==> config.mk <==
export PLATFORM = sky130hd
export DESIGN_NAME = uart_rx_fifo
export DESIGN_NICKNAME = d
export VERILOG_FILES = /design/src/rtl/uart_pkg.sv /design/src/rtl/uart_fifo_ram.sv /design/src/rtl/uart_rx_fifo.sv
export SDC_FILE = /design/constraint.sdc
export NUM_CORES = 1
export LEC_CHECK = 0
export ABC_AREA = 1
export CORE_ASPECT_RATIO = 0.8
export CORE_UTILIZATION = 50
export DETAILED_ROUTE_END_ITERATION = 12
export GPL_TIMING_DRIVEN = 0
export PLACE_DENSITY = 0.73
export SETUP_SLACK_MARGIN = 0.05
export SYNTH_ARGS = -nofsm -noshare
export SYNTH_HDL_FRONTEND = slang
export SYNTH_SLANG_ARGS = --single-unit
==> constraint.sdc <==
create_clock -name clk -period 1.9 [get_ports clk]
set_input_delay 0.19 -clock clk [delete_from_list [all_inputs] [get_ports clk]]
set_output_delay 0.19 -clock clk [all_outputs]
set_load 0.02 [all_outputs]
==> src/rtl/uart_pkg.sv <==
// ============================================================================
// Module  : uart_pkg
// Brief   : Shared widths and constants for the UART receive FIFO slice.
// Revision: 1.0 - initial release
// ============================================================================
`default_nettype none

package uart_pkg;

    localparam int c_data_width = 8;
    localparam int c_addr_width = 4;

    // Pointers carry one extra wrap bit above the RAM address.
    function automatic int ptr_width(input int addr_width);
        return addr_width + 1;
    endfunction

    typedef logic [c_addr_width:0] ptr_t;

    localparam int                     c_ovr_cnt_w   = 8;
    localparam logic [c_ovr_cnt_w-1:0] c_ovr_cnt_max = 8'hFF;

endpackage

`default_nettype wire

==> src/rtl/uart_fifo_ram.sv <==
// ============================================================================
// Module  : uart_fifo_ram
// Brief   : Simple dual-port RAM, one synchronous write, one async read port.
// Revision: 1.0 - initial release
// ============================================================================
`default_nettype none

module uart_fifo_ram
    import uart_pkg::*;
#(
    parameter int DATA_WIDTH = c_data_width,
    parameter int ADDR_WIDTH = c_addr_width
) (
    input  logic                  clk,
    input  logic                  we,
    input  logic [ADDR_WIDTH-1:0] waddr,
    input  logic [DATA_WIDTH-1:0] wdata,
    input  logic [ADDR_WIDTH-1:0] raddr,
    output logic [DATA_WIDTH-1:0] rdata
);

    localparam int c_depth = 1 << ADDR_WIDTH;

    logic [DATA_WIDTH-1:0] r_mem [c_depth];

    always_ff @(posedge clk) begin
        if (we) begin
            r_mem[waddr] <= wdata;
        end
    end

    assign rdata = r_mem[raddr];

endmodule

`default_nettype wire

==> src/rtl/uart_rx_fifo.sv <==
// ============================================================================
// Module  : uart_rx_fifo
// Brief   : Receive byte FIFO with first-word fall-through stream output and
//           sticky overrun flag. Define UART_RX_FIFO_OVR_CNT_EN to add a
//           saturating dropped-byte counter on port ovr_count.
// Revision: 1.0 - initial release
// ============================================================================
`default_nettype none

module uart_rx_fifo
    import uart_pkg::*;
#(
    parameter int DATA_WIDTH = c_data_width,
    parameter int ADDR_WIDTH = c_addr_width
) (
    input  logic                  clk,
    input  logic                  reset,
    input  logic                  wr_stb,
    input  logic [DATA_WIDTH-1:0] wr_data,
    output logic [DATA_WIDTH-1:0] m_data,
    output logic                  m_valid,
    input  logic                  m_ready,
    output logic [ADDR_WIDTH:0]   level,
    output logic                  full,
    output logic                  overrun,
    input  logic                  ovr_clr
`ifdef UART_RX_FIFO_OVR_CNT_EN
    ,
    output logic [c_ovr_cnt_w-1:0] ovr_count
`endif
);

    localparam int c_ptr_w = ptr_width(ADDR_WIDTH);

    logic [c_ptr_w-1:0]    r_wr_ptr;
    logic [c_ptr_w-1:0]    r_rd_ptr;
    logic [c_ptr_w-1:0]    w_wr_next;
    logic [c_ptr_w-1:0]    w_rd_next;
    logic [ADDR_WIDTH:0]   r_level;
    logic                  r_full;
    logic                  r_m_valid;
    logic                  r_overrun;
    logic                  w_pop;
    logic                  w_push;
    logic                  w_drop;
    logic [DATA_WIDTH-1:0] w_rdata;

    // A pop in the same cycle frees a slot, so a full FIFO can still accept.
    assign w_pop  = r_m_valid & m_ready;
    assign w_push = wr_stb & (~r_full | w_pop);
    assign w_drop = wr_stb & r_full & ~w_pop;

    assign w_wr_next = w_push ? r_wr_ptr + 1'b1 : r_wr_ptr;
    assign w_rd_next = w_pop  ? r_rd_ptr + 1'b1 : r_rd_ptr;

    always_ff @(posedge clk) begin
        if (reset) begin
            r_wr_ptr  <= '0;
            r_rd_ptr  <= '0;
            r_level   <= '0;
            r_full    <= 1'b0;
            r_m_valid <= 1'b0;
            r_overrun <= 1'b0;
        end else begin
            r_wr_ptr  <= w_wr_next;
            r_rd_ptr  <= w_rd_next;
            r_level   <= w_wr_next - w_rd_next;
            r_full    <= (w_wr_next[ADDR_WIDTH-1:0] == w_rd_next[ADDR_WIDTH-1:0]) &&
                         (w_wr_next[ADDR_WIDTH] != w_rd_next[ADDR_WIDTH]);
            r_m_valid <= (w_wr_next != w_rd_next);
            r_overrun <= w_drop | (r_overrun & ~ovr_clr);
        end
    end

    uart_fifo_ram #(
        .DATA_WIDTH (DATA_WIDTH),
        .ADDR_WIDTH (ADDR_WIDTH)
    ) u_ram (
        .clk   (clk),
        .we    (w_push),
        .waddr (r_wr_ptr[ADDR_WIDTH-1:0]),
        .wdata (wr_data),
        .raddr (r_rd_ptr[ADDR_WIDTH-1:0]),
        .rdata (w_rdata)
    );

    assign m_data  = r_m_valid ? w_rdata : '0;
    assign m_valid = r_m_valid;
    assign level   = r_level;
    assign full    = r_full;
    assign overrun = r_overrun;

`ifdef UART_RX_FIFO_OVR_CNT_EN
    logic [c_ovr_cnt_w-1:0] r_ovr_count;

    // A clear that coincides with a drop leaves that drop counted.
    always_ff @(posedge clk) begin
        if (reset) begin
            r_ovr_count <= '0;
        end else if (ovr_clr) begin
            r_ovr_count <= c_ovr_cnt_w'(w_drop);
        end else if (w_drop && (r_ovr_count != c_ovr_cnt_max)) begin
            r_ovr_count <= r_ovr_count + 1'b1;
        end
    end

    assign ovr_count = r_ovr_count;
`endif

endmodule

`default_nettype wire

Word-level counts from Yosys, hierarchy flattened

Memories as Yosys holds them, arrays and structs flattened. A register that Yosys moved wholly into a read port is not among the register bits.
Cells that the tools add are included.
W data, S select, Z words.

Eq/ne operators: 3
Reductions and logical operators: 1
Add/sub/neg operators: 3
Multiplexer cells: 6
Bitwise logic cells: 10

Operators by type and width:

| cell                  | count |
|---|---|
| $add A5 B1 Y5 const B | 2 |
| $mux W5               | 2 |
| $mux W8               | 1 |
| $and A1 B1 Y1         | 5 |
| $ne A5 B5 Y1          | 1 |
| $sub A5 B5 Y5         | 1 |
| $eq A4 B4 Y1          | 1 |
| $mux W4               | 1 |
| $not A1 Y1            | 3 |
| $mux W1               | 2 |
| $or A1 B1 Y1          | 2 |
| $logic_and A1 B1 Y1   | 1 |
| $ne A1 B1 Y1          | 1 |

Input port bits: 13
Output and inout bits: 16
Memories kept: 1
Memory bits (writable): 128
Word-level logic and storage cells: 30
Bits in registers: 18

Memories:

| name        | depth | bits a word | read ports | clocked after Yosys merged registers in | wr ports | RTL line            | source |
|---|---|---|---|---|---|---|---|
| u_ram.r_mem | 16    | 8           | 1          | 1                                       | 1        | uart_fifo_ram.sv:24 | `logic [DATA_WIDTH-1:0] r_mem [c_depth];` |

Depth between registers and ports, before layout

Depth in word-level cells: 6
Mapped depth: 13
Depth with buffers taken out: 13

By module

Synthesis repeated with hierarchy kept, for this count alone.

Cell total of the unflattened synthesis: 691
Area total of the unflattened synthesis: 6,622.6 um^2

By module, submodules not included:

| module        | area an instance (um^2) | instances | cells each | seq. area each (um^2) |
|---|---|---|---|---|
| uart_fifo_ram | 5,606.6                 | 1         | 543        | 3,843.7 |
| uart_rx_fifo  | 1,016.0                 | 1         | 148        | 360.3 |

Worst setup path after synthesis

No wires, ideal clock.

Path kind: reg-to-reg
From: register r_m_valid (netlist: m_valid)
To: register r_level[4] (netlist: level[4])
Cell stages (with the launch flop): 11
Required time: 1,787 ps
Arrival time: 2,035 ps
Slack: -248 ps
Library setup time: 113 ps
Period minus slack after synthesis: 2,148 ps
Path buffers: 0
Path through: dfxtp_1 > nand2_2 > nand2_4 > nand2_2 > xor2_1 > ha_1 > fa_1 > o31ai_1 > nand2_1 > nand2_1 > nor2_1

Longest elaborated chain between the ends: 5
Elaborated cells on any way between the ends: 6
Those cells by class: add/sub (1); mux (2); bitwise (3)

Ends and longest elaborated chain:

| what                     | RTL line           | source |
|---|---|---|
| start: declaration       | uart_rx_fifo.sv:41 | `logic r_m_valid;` |
| start signal: assignment | uart_rx_fifo.sv:70 | `r_m_valid <= (w_wr_next != w_rd_next);` |
| $and A1 B1 Y1 *          | uart_rx_fifo.sv:49 | `assign w_pop = r_m_valid & m_ready;` |
| $or A1 B1 Y1             | uart_rx_fifo.sv:50 | `assign w_push = wr_stb & (~r_full \| w_pop);` |
| $and A1 B1 Y1            | uart_rx_fifo.sv:50 |  |
| $mux W5                  | uart_rx_fifo.sv:53 | `assign w_wr_next = w_push ? r_wr_ptr + 1'b1 : r_wr_ptr;` |
| $sub A5 B5 Y5 *          | uart_rx_fifo.sv:67 | `r_level <= w_wr_next - w_rd_next;` |
| end signal: assignment   | uart_rx_fifo.sv:67 |  |
| end: declaration         | uart_rx_fifo.sv:39 | `logic [ADDR_WIDTH:0] r_level;` |

Mark *: on every way between the ends. The rest lies on a longest branch, timed or not.
A chain may end at the register's enable or synchronous reset.

==> summary.txt <==
Flow run
  • Number of max-cap violations: 0

GRT
  • Initial antenna violation count: 0
  • Grt met1 use: 34.63%
  • First-pass GRT wire length: 23700 µm
  • Vias in the first global route: 4366
  • Final global-route overflow total: 0
  • Met2 usage in global routing: 40.61%
  • Overall track demand over capacity in global routing: 26.07%
  • Most heavily used metal layer in global routing: met2
  • Met3 Usage GRT: 7.059%
  • Pin count of the biggest net entering global routing: 17

Setup path
  • Critical Path Start Type: flop
  • Kind of cell with the highest combined delay on the critical path: compound AO/OA/AOI/OAI gates
  • Setup Crit Path Kind: flop to primary output
  • Crit path arrival time: 2.16 ns
  • Crit path cell chain: buf_12 > buf_8 > o21ai_1 > o211ai_1 > nand3_1 > a21oi_2 > buf_4
  • Largest stage delay on the critical path: 0.40 ns
  • Bufs and invs on worst path: 3
  • Crit Path Max Fanout: 8
  • CP max stage cell: sky130_fd_sc_hd__dfxtp_4
  • Critical path data required time: 1.71 ns
  • Element type at the critical path end: primary output

Die
  • Starting utilization of the core area: 52.10%
  • Floorplan die area: 0.01263 mm²
  • Core Rows: 35
  • Horiz. Die Dim: 125.4 µm
  • Die extent in y: 100.7 µm
  • Core Area: 0.01169 mm²
  • Number of ports placed on the die boundary: 29

Route
  • Vias per cell: 5.810
  • Antenna-violating nets left: 0
  • Post-detailed-route DRC marker count: 0
  • Initial DRC Count: 514
  • Total length of routed wires: 15400 µm
  • Total via count after detailed routing: 4392
  • Routed len/inst: 20.37 µm
  • Detailed Routing Iterations Pass 1: 7

Place
  • Routability Congestion: 0.8876
  • Count of buffers from port buffering: 27
  • Pre-CTS setup slack: -0.7291 ns
  • Area post-placement: 0.006590 mm²
  • HPWL reported at the end of detailed placement: 9318 µm

Power
  • Sequential share of power: 42.9%
  • Combinational group share of total power: 13.8%
  • Peak VDD IR: 721.8 µV
  • Internal power consumption: 6.357 mW
  • Net Sw Frac: 24.12%
  • PwrDens: 1081 mW/mm²
  • Part of the power in the clock network: 43.2%
  • Lkg Pwr: 2.781 nW
  • Switching power summed over all nets: 2.021 mW

Clocking
  • CTS tree: done
  • Source-to-sink clock delay at the later pin of the worst-skew pair: 0.42 ns
  • Clock sink total: 146
  • CTS clk-pin slew, worst paths: 0.06 ns
  • H-tree depth: 4
  • Largest buffer count on any clock path: 2
  • CTS Root Buffer Type: sky130_fd_sc_hd__clkbuf_16
  • Total clock buffers created by CTS: 17

Synth
  • Seq/Total Area, Yosys: 69.01%
  • Syn Area/Cell: 11.56 µm²
  • Syn Inst Count: 527
  • Number of distinct standard cells referenced by the synthesized netlist: 34
  • Post-synthesis instance area: 0.006092 mm²
  • Flip-flop and latch count after synthesis: 146
  • Post-synth net total: 550
  • Yosys warnings: 0

Outcome
  • Violations in the final reports: negative setup slack
  • Run status: finished, violations left

STA
  • Setup repair after global routing missed its margin: true
  • Fmax: 0.4257 GHz
  • Actual slew at the worst max-slew pin: 0.8152 ns
  • Time the worst path needs with I/O delays and setup: 2.349 ns
  • Headroom to the max-slew limit: 45.48%
  • Final-report hold violation count: 0
  • Final setup viols: 13
  • Post-route worst hold slack: 0.1215 ns
  • Worst-case setup margin in the final layout: -0.4489 ns
  • Setup TNS after final layout: -3.017 ns
  • Final Slew Violations: 0
  • Fin crit share: 123.6%
  • Clock skew: 0.009004 ns

Final layout
  • FILL cells: 795
  • Share of final-layout standard cells stronger than drive strength 1: 24.84%
  • Signed area change from the synthesized netlist to the final layout: 27.19%
  • Most common cell after layout, fill and taps aside: sky130_fd_sc_hd__edfxtp_1
  • Number of nets in the layout: 619
  • Commonest non-fill, non-tap cells in the layout: sky130_fd_sc_hd__edfxtp_1 (128), sky130_fd_sc_hd__nor2_1 (94), sky130_fd_sc_hd__nand2_1 (51)
  • Total non-filler cell area in the finished layout: 0.007749 mm²
  • Diode insertion count for antenna repair: 0

Worst hold path
  • Worst hold path class: primary input to flop
[final timing paths]
| check | from | slack [ns] | depth (start not counted) | endpoint |
|---|---|---|---|---|
| setup reg to reg | r_rd_ptr[0]$_SDFF_PP0_ | -0.18 | 10 | level[4]$_SDFF_PP0_ |
| hold reg to reg | overrun$_SDFF_PP0_ | 0.47 | 2 | overrun$_SDFF_PP0_ |
| hold / removal | reset | 0.12 | 2 | r_rd_ptr[4]$_SDFF_PP0_ |
| setup / recovery | r_rd_ptr[0]$_SDFF_PP0_ | -0.45 | 7 | m_data[0] |
[routing by layer]
metal	share of wire, %	vias up
met5	0	-
met4	2.8	0
met3	10	39
met2	46	250
met1	41	2101
li1	-	2002
[power groups by stage]
stage,clock [mW],sequential (mW),combinational (mW)
6_report,3.62,3.60,1.16
5_1_grt,3.79,3.60,1.23
4_1_cts,3.63,3.59,1.09
3_5_place_dp,0,3.66,0.886
3_3_place_gp,0,3.66,0.868
2_1_floorplan,0,3.69,0.491
[layout make-up]
cell class | instances | area, µm² | share of cell area, %
well taps | 148 | 185.2 | 2.390
flip-flops and latches | 146 | 4218 | 54.43
clock buffers | 18 | 429.2 | 5.539
plain buffers | 23 | 247.7 | 3.197
repair buffers | 50 | 475.5 | 6.136
multi-input cells | 325 | 1858 | 23.98
inverters | 33 | 128.9 | 1.663
clock inverters | 13 | 206.4 | 2.664
[cell usage after synthesis]
cell | instances | area [µm²]
sky130_fd_sc_hd__a21oi_1 | 12 | 60.06
sky130_fd_sc_hd__clkbuf_2 | 1 | 5.000
sky130_fd_sc_hd__fa_1 | 1 | 20.02
sky130_fd_sc_hd__edfxtp_1 | 128 | 3844
sky130_fd_sc_hd__o22ai_1 | 16 | 100.1
sky130_fd_sc_hd__nand4_1 | 2 | 12.51
sky130_fd_sc_hd__nor2_4 | 1 | 11.26
sky130_fd_sc_hd__nor3_2 | 1 | 10.01
sky130_fd_sc_hd__dfxtp_1 | 18 | 360.4
sky130_fd_sc_hd__buf_4 | 5 | 37.54
sky130_fd_sc_hd__xor2_1 | 4 | 35.03
sky130_fd_sc_hd__nand3_1 | 14 | 70.07
sky130_fd_sc_hd__nor3_1 | 1 | 5.000
sky130_fd_sc_hd__clkbuf_1 | 6 | 22.52
sky130_fd_sc_hd__nor2_1 | 112 | 420.4
sky130_fd_sc_hd__nand2_2 | 5 | 31.28
sky130_fd_sc_hd__nor2_2 | 1 | 6.260
sky130_fd_sc_hd__nor4_2 | 1 | 12.51
sky130_fd_sc_hd__buf_1 | 1 | 3.750
sky130_fd_sc_hd__ha_1 | 9 | 112.6
sky130_fd_sc_hd__o21ai_1 | 1 | 5.000
sky130_fd_sc_hd__nor3b_2 | 1 | 12.51
sky130_fd_sc_hd__inv_1 | 31 | 116.4
sky130_fd_sc_hd__nand2_4 | 2 | 22.52
sky130_fd_sc_hd__a21boi_1 | 1 | 7.510
sky130_fd_sc_hd__clkinv_1 | 2 | 7.510
sky130_fd_sc_hd__o21ai_0 | 66 | 330.3
sky130_fd_sc_hd__nand3b_1 | 2 | 15.01
sky130_fd_sc_hd__xnor2_1 | 1 | 8.760
sky130_fd_sc_hd__nand2_1 | 53 | 198.9
sky130_fd_sc_hd__o211ai_1 | 16 | 120.1
sky130_fd_sc_hd__buf_2 | 10 | 50.05
sky130_fd_sc_hd__o31ai_1 | 1 | 7.510
sky130_fd_sc_hd__nand3_2 | 1 | 10.01
[cell families after synthesis]
family	Yosys count	synth area share (%)
buf+inv	56	3.984
compound gates	113	10.35
fa+ha+maj	10	2.177
xor+xnor	5	0.7188
simple gates	197	13.76
flops	146	69.01
[registers in the layout, indices dropped and copies added (netlist names)]
register	flops
full	1
r_wr_ptr	5
r_rd_ptr	5
level	5
m_valid	1
overrun	1
u_ram.r_mem	128
[through the flow]
stage                     std cells  utilization, %  total power, mW
after global routing            756           66.27            8.623
after CTS                       753           65.41            8.316
after floorplan                 527               -            4.178
after detailed placement        702           56.36            4.551
final                           756           66.27            8.377
after global placement          702           56.36            4.531
[repair_timing]
item,CTS,global route
buffers inserted,19,3
hold buffers,0,0
gates cloned,1,0
pin swaps,31,18
endpoints found under the setup margin,133,38
resized for setup,144,26
hold endpoints to repair,0,0
Note: power is estimated with default switching activity, not from simulation.
==> RTL edit 1, RTL diff (config.mk and constraints unchanged) <==
Change the package constant `c_data_width` from 8 to 10.
--- a/src/rtl/uart_pkg.sv
+++ b/src/rtl/uart_pkg.sv
@@ -7,7 +7,7 @@
 
 package uart_pkg;
 
-    localparam int c_data_width = 8;
+    localparam int c_data_width = 10;
     localparam int c_addr_width = 4;
 
     // Pointers carry one extra wrap bit above the RAM address.
Ports: changed (resized m_data and wr_data); port bits go from 29 to 33. The function was not compared with the original's and may differ.
==> RTL edit 1 against the original RTL <==
  * The flow still finishes with violations (setup timing)
  * Critical endpoint is now m_data[7]
  * Via count increased by 18%
  * Clock power decreased by 5.5%
  * Global-route usage decreased by 0.37 points
  * Count of clock-buffer cells in the layout increased by 2
  * Largest power group is now sequential cells
  * Largest cell class unchanged
  * Worst setup slack improved by 0.10 ns
  * Total power increased by 9.7%
  * Routed wire length increased by 18%
  * Design area increased by 18%
  * Cell count increased by 17%
  * Sequential cell count increased by 32
  * Synthesized area increased by 20%
==> RTL edit 1: results (changes against the original RTL) <==
- Outcome: complete, but fails checks
- Failing checks: setup timing
- Synthesis warning total: 0 (unchanged)
- Met1 usage: 35.2% (+0.58 points)
- Max_slew headroom: 45.1% (-0.38 points)
- Avg WL per Cell: 20.6 um (+1.1%)
- Grt met2 use: 40.5% (-0.086 points)
- Final max-slew violation count: 0 (unchanged)
- Worst-Skew Late Latency: 0.44 ns (+0.02 ns)
- First-pass GRT wire length: 27,400 um (+15%)
- Gpl congestion: 0.841 (-5.2%)
- Async S/R FF share, synth: 0% (unchanged)
- Slowest stage delay, CP: 0.39 ns
- Library cells used by synthesis: 33 (-2.9%)
- Largest net degree at the start of global routing: 17 (unchanged)
- H-Tree Depth: 4 (unchanged)
- Synth top cells by count: 160 x edfxtp_1, 132 x nor2_1, 76 x o21ai_0, 59 x nand2_1, 32 x inv_1
- ANT cells: 0 (unchanged)
- Largest Register: u_ram.r_mem
- Gr usage total: 25.7% (-0.37 points)
- Clock skew: 0.0120 ns (+0.00303 ns)
- Vias in the first global route: 4,935 (+13%)
- Fin nets: 709 (+15%)
- Clock slew at reported path FFs: 0.07 ns
- Via count: 5,201 (+18%)
- Worst hold path type: in2reg
- Leak pwr: 3.18 nW (+14%)
- Final setup viols: 13 (unchanged)
- CTS buffer count: 17 (unchanged)
- Syn nets: 648 (+18%)
- Largest delay contributor family on the critical path: compound AO/OA/AOI/OAI gates
- Area contributors post-synth: edfxtp_1 66%, nor2_1 6.8%, o21ai_0 5.2%
- Number of flip-flops in the largest register: 160 (+25%)
- Max Cap Violations: 0 (unchanged)
- Setup ws final: -0.349 ns (+0.100 ns)
- Antenna violations before repair: 0 (unchanged)
- Initial DRC count: 550 (+7.0%)
- Maximum VDD drop: 0.000658 V (-8.9%)
- Root Driver: clkbuf_16
- Layout cell share with drive strength beyond 1: 22.4% (-2.5 points)
- Routing usage on met3: 6.08% (-0.98 points)
- Post-synth EDFFs: 160 (+25%)
- Slowest stage cell, crit path: dfxtp_4
- Port Buffers: 31 (+15%)
- Dpl hpwl: 11,000 um (+18%)
- Seq/Total Area, Yosys: 70.4% (+1.4 points)
- Crit-path max FO: 10 (+2)
- Max clock buf depth: 2 (unchanged)
- Worst Path Arrival: 2.06 ns (-0.10 ns)
- First drt pass iteration count: 5 (-2)
-- RTL edit 1: cell types whose count changed after synthesis, sizes merged, moves of 4 or more --
cell	change
edfxtp	+32
nor2	+20
o21ai	+16
clkbuf	+7
nand2	+6
o211ai	+4
o22ai	+4
-- RTL edit 1: cell type report --
type / count / area, um2
fillers: 1012 / 5160
inverters: 35 / 146
repair buffers: 41 / 442
repair inverters: 1 / 11.3
plain buffers: 31 / 359
well taps: 184 / 230
clock inverters: 12 / 87.6
clock buffers: 20 / 500
flip-flops and latches: 178 / 5180
multi-input cells: 379 / 2180
-- RTL edit 1: worst paths after layout --
kind                from          end  slack (ns)  depth (start not counted)
min                reset  r_rd_ptr[4]        0.09                          2
min reg2reg      overrun      overrun        0.47                          2
max reg2reg  r_rd_ptr[0]     level[4]       -0.18                         13
max          r_rd_ptr[0]    m_data[7]       -0.35                          9
-- RTL edit 1: kinds of logic after synthesis --
group,count (synthesis),synth area share (%)
AOI/OAI and AO/OA,139,10.6
DFF,178,70.4
adders and majority gates,10,1.81
buffers and inverters,66,3.87
xor gates and xnor gates,5,0.597
and+or+nand+nor,225,12.7
-- RTL edit 1: what timing repair did --
action | in CTS | in global routing
setup buffers | 4 | 1
setup endpoints to repair | 166 | 134
gates cloned | 6 | 0
pin swaps | 37 | 18
gates resized for setup | 172 | 55
-- RTL edit 1: worst reg2reg max path, stage by stage, from the launching register on --
cell and delay, ns:
dfxtp_4 0.37, buf_8 0.16, clkinv_8 0.08, buf_16 0.11, buf_4 0.10, nand2_1 0.06, nand2_2 0.08, inv_1 0.07
ha_4 0.17, fa_2 0.40, o31ai_4 0.20, nand2_1 0.07, nand2_1 0.06, nor2_1 0.04
-- RTL edit 1: metrics by stage --
step                setup TNS, ns  std cells  setup WS [ns]  power [mW]  area (um2)
floorplan                 -0.0406        623        -0.0406        5.06        7380
global placement           -87.21        838         -0.627        5.48        7920
detailed placement         -95.27        838         -0.710        5.51        7920
CTS                         -2.83        880         -0.289        9.11        8960
global route                -4.38        881         -0.411        9.46        9140
finish                      -3.32        881         -0.349        9.19        9140
-- RTL edit 1: metal layers --
layer | up-vias | wire (um)
li1 | 2345 | -
met1 | 2545 | 7430
met2 | 284 | 8490
met3 | 27 | 1930
met4 | 0 | 286
met5 | - | 0
-- RTL edit 1: report_power, final --
group / internal [mW] / switching (mW) / leakage [nW]
Clock: 1.92 / 1.50 / 0.298
Sequential: 4.35 / 0.0339 / 1.60
Combinational: 0.562 / 0.830 / 1.29
==> RTL edit 2, RTL diff (config.mk and constraints unchanged) <==
Made on the original files. Remove the register `r_level`: a continuous assignment takes its place, so the output `level` follows one clock earlier.
--- a/src/rtl/uart_rx_fifo.sv
+++ b/src/rtl/uart_rx_fifo.sv
@@ -57,20 +57,20 @@
         if (reset) begin
             r_wr_ptr  <= '0;
             r_rd_ptr  <= '0;
-            r_level   <= '0;
             r_full    <= 1'b0;
             r_m_valid <= 1'b0;
             r_overrun <= 1'b0;
         end else begin
             r_wr_ptr  <= w_wr_next;
             r_rd_ptr  <= w_rd_next;
-            r_level   <= w_wr_next - w_rd_next;
             r_full    <= (w_wr_next[ADDR_WIDTH-1:0] == w_rd_next[ADDR_WIDTH-1:0]) &&
                          (w_wr_next[ADDR_WIDTH] != w_rd_next[ADDR_WIDTH]);
             r_m_valid <= (w_wr_next != w_rd_next);
             r_overrun <= w_drop | (r_overrun & ~ovr_clr);
         end
     end
+
+    assign r_level = w_wr_next - w_rd_next;
 
     uart_fifo_ram #(
         .DATA_WIDTH (DATA_WIDTH),
Function: changed (a bounded check fails within 4 cycles, from zero or initial values and one cycle with reset high).
==> RTL edit 2 against the original RTL <==
  * The run still ends with setup timing left
  * Total power is 2.4% lower
  * Critical path type unchanged
  * First-iteration DRC count is 14% higher
  * Global-route usage is 0.92 points higher
  * Critical path depth is 5 higher
  * Cell count is 7.0% higher
  * Worst setup slack worse by 0.27 ns
  * Synthesized area is 0.51% lower
  * Routed wire length is 8.1% higher
  * Design area is 4.3% higher
  * Combinational power is 22% higher
  * Sequential cell count is 5 lower
==> RTL edit 2: results (changes against the original RTL) <==
- DP Area: 6570 um2 (-0.36%)
- Dpl hpwl: 9290 um (-0.28%)
- Failing checks: setup timing
- Crit-path max FO: 4 (-4)
- Gr usage total: 27.0% (+0.92 points)
- Initial DRC count: 584 (+14%)
- # fillers: 759 (-4.5%)
- Fin nets: 673 (+8.7%)
- Leak pwr: 3.00 nW (+7.9%)
- Layout cell share with drive strength beyond 1: 33.0% (+8.1 points)
- Library cells used by synthesis: 28 (-18%)
- Clock skew: 0.00740 ns (-0.00160 ns)
- Seq/Total Area, Yosys: 67.7% (-1.3 points)
- Slowest stage cell, crit path: fa_2
- Worst Path Arrival: 2.43 ns (+0.27 ns)
- First-pass GRT wire length: 24,700 um (+4.0%)
- Synth top cells by count: 154 x nor2_1, 128 x edfxtp_1, 74 x nand2_1, 48 x o21ai_0, 34 x nand3_1
- Area contributors post-synth: edfxtp_1 63%, nor2_1 9.5%, nand2_1 4.6%
- Syn nets: 590 (+7.3%)
- Setup ws final: -0.722 ns (-0.273 ns)
- Gpl congestion: 0.906 (+2.0%)
- Outcome: complete, but fails checks
- Port Buffers: 28 (+3.7%)
- Avg WL per Cell: 20.6 um (+1.0%)
- Final setup viols: 13 (unchanged)
==> RTL edit 2: cell count changes in the layout (fill, tap and decap cells not counted), sizes merged, moves of 3 or more <==
| cell | delta |
|---|---|
| nor2 | +42 |
| nand3 | +19 |
| nand2 | +17 |
| o211ai | -16 |
| o22ai | -16 |
| buf | +15 |
| dfxtp | -5 |
| clkdlybuf4s50 | -4 |
| a21oi | -3 |
| clkinvlp | +3 |
==> RTL edit 2: metal layers <==
metal  share of wire, %  GRT usage, %
met3                9.3          6.53
met5                  0             0
met1                 40          37.0
met2                 47          41.8
met4                3.3          11.2
==> RTL edit 2: cell families (layout without fill, tap and decap cells) <==
| group | Yosys count | in the layout | synth area share, % |
|---|---|---|---|
| and+or+nand+nor | 273 | 273 | 18.2 |
| buffers and inverters | 59 | 153 | 4.25 |
| adders and majority gates | 10 | 10 | 2.19 |
| AOI/OAI and AO/OA | 78 | 78 | 6.77 |
| xor gates and xnor gates | 6 | 6 | 0.867 |
| DFF | 141 | 141 | 67.7 |
==> RTL edit 2: what timing repair did <==
action	CTS	global route
endpoints found under the setup margin	103	80
gates resized for setup	191	83
gates cloned	4	0
pin swaps	35	48
setup buffers	23	15
==> RTL edit 2: final timing paths <==
check,slack [ns],depth (start not counted),to,startpoint
setup / recovery,-0.72,12,level[4],m_valid
hold / removal,0.42,4,overrun,ovr_clr
setup reg to reg,0.01,9,m_valid,m_valid
hold reg to reg,0.48,2,overrun,overrun
==> RTL edit 2: through the flow <==
| stage | setup slack (ns) | util (%) | hold slack (ns) | std cells |
|---|---|---|---|---|
| global placement | -1.14 | 56.4 | 0.458 | 743 |
| floorplan | -0.0341 | - | 0.289 | 567 |
| finish | -0.722 | 69.4 | 0.419 | 809 |
| CTS | -0.661 | 66.5 | 0.410 | 800 |
| global route | -0.820 | 69.4 | 0.448 | 809 |
| detailed placement | -1.25 | 56.4 | 0.469 | 743 |
==> RTL edit 2: area by class of cell <==
| type | count | share of cell area [%] |
|---|---|---|
| sequential | 141 | 51.0 |
| multi-input combinational | 367 | 26.7 |
| timing repair buffer | 65 | 8.52 |
| clock buffer | 17 | 5.26 |
| buffer | 22 | 2.65 |
| tap | 148 | 2.29 |
| clock inverter | 13 | 1.87 |
| inverter | 36 | 1.73 |
==> RTL edit 2: power by group <==
part	internal (mW)	switching [mW]	leakage, nW
logic	0.599	0.818	1.46
registers	3.44	0.0320	1.26
clock network	2.03	1.26	0.271
total	6.07	2.11	3.00
==> RTL edit 2: worst reg2reg max path: stages (launching register included) <==
cell      delay, ns
dfxtp_4        0.38
nand2_8        0.07
a21boi_4       0.20
nand4_1        0.17
xor2_1         0.22
ha_1           0.35
buf_4          0.14
nand4_1        0.12
nand2_1        0.08
nand2_1        0.05
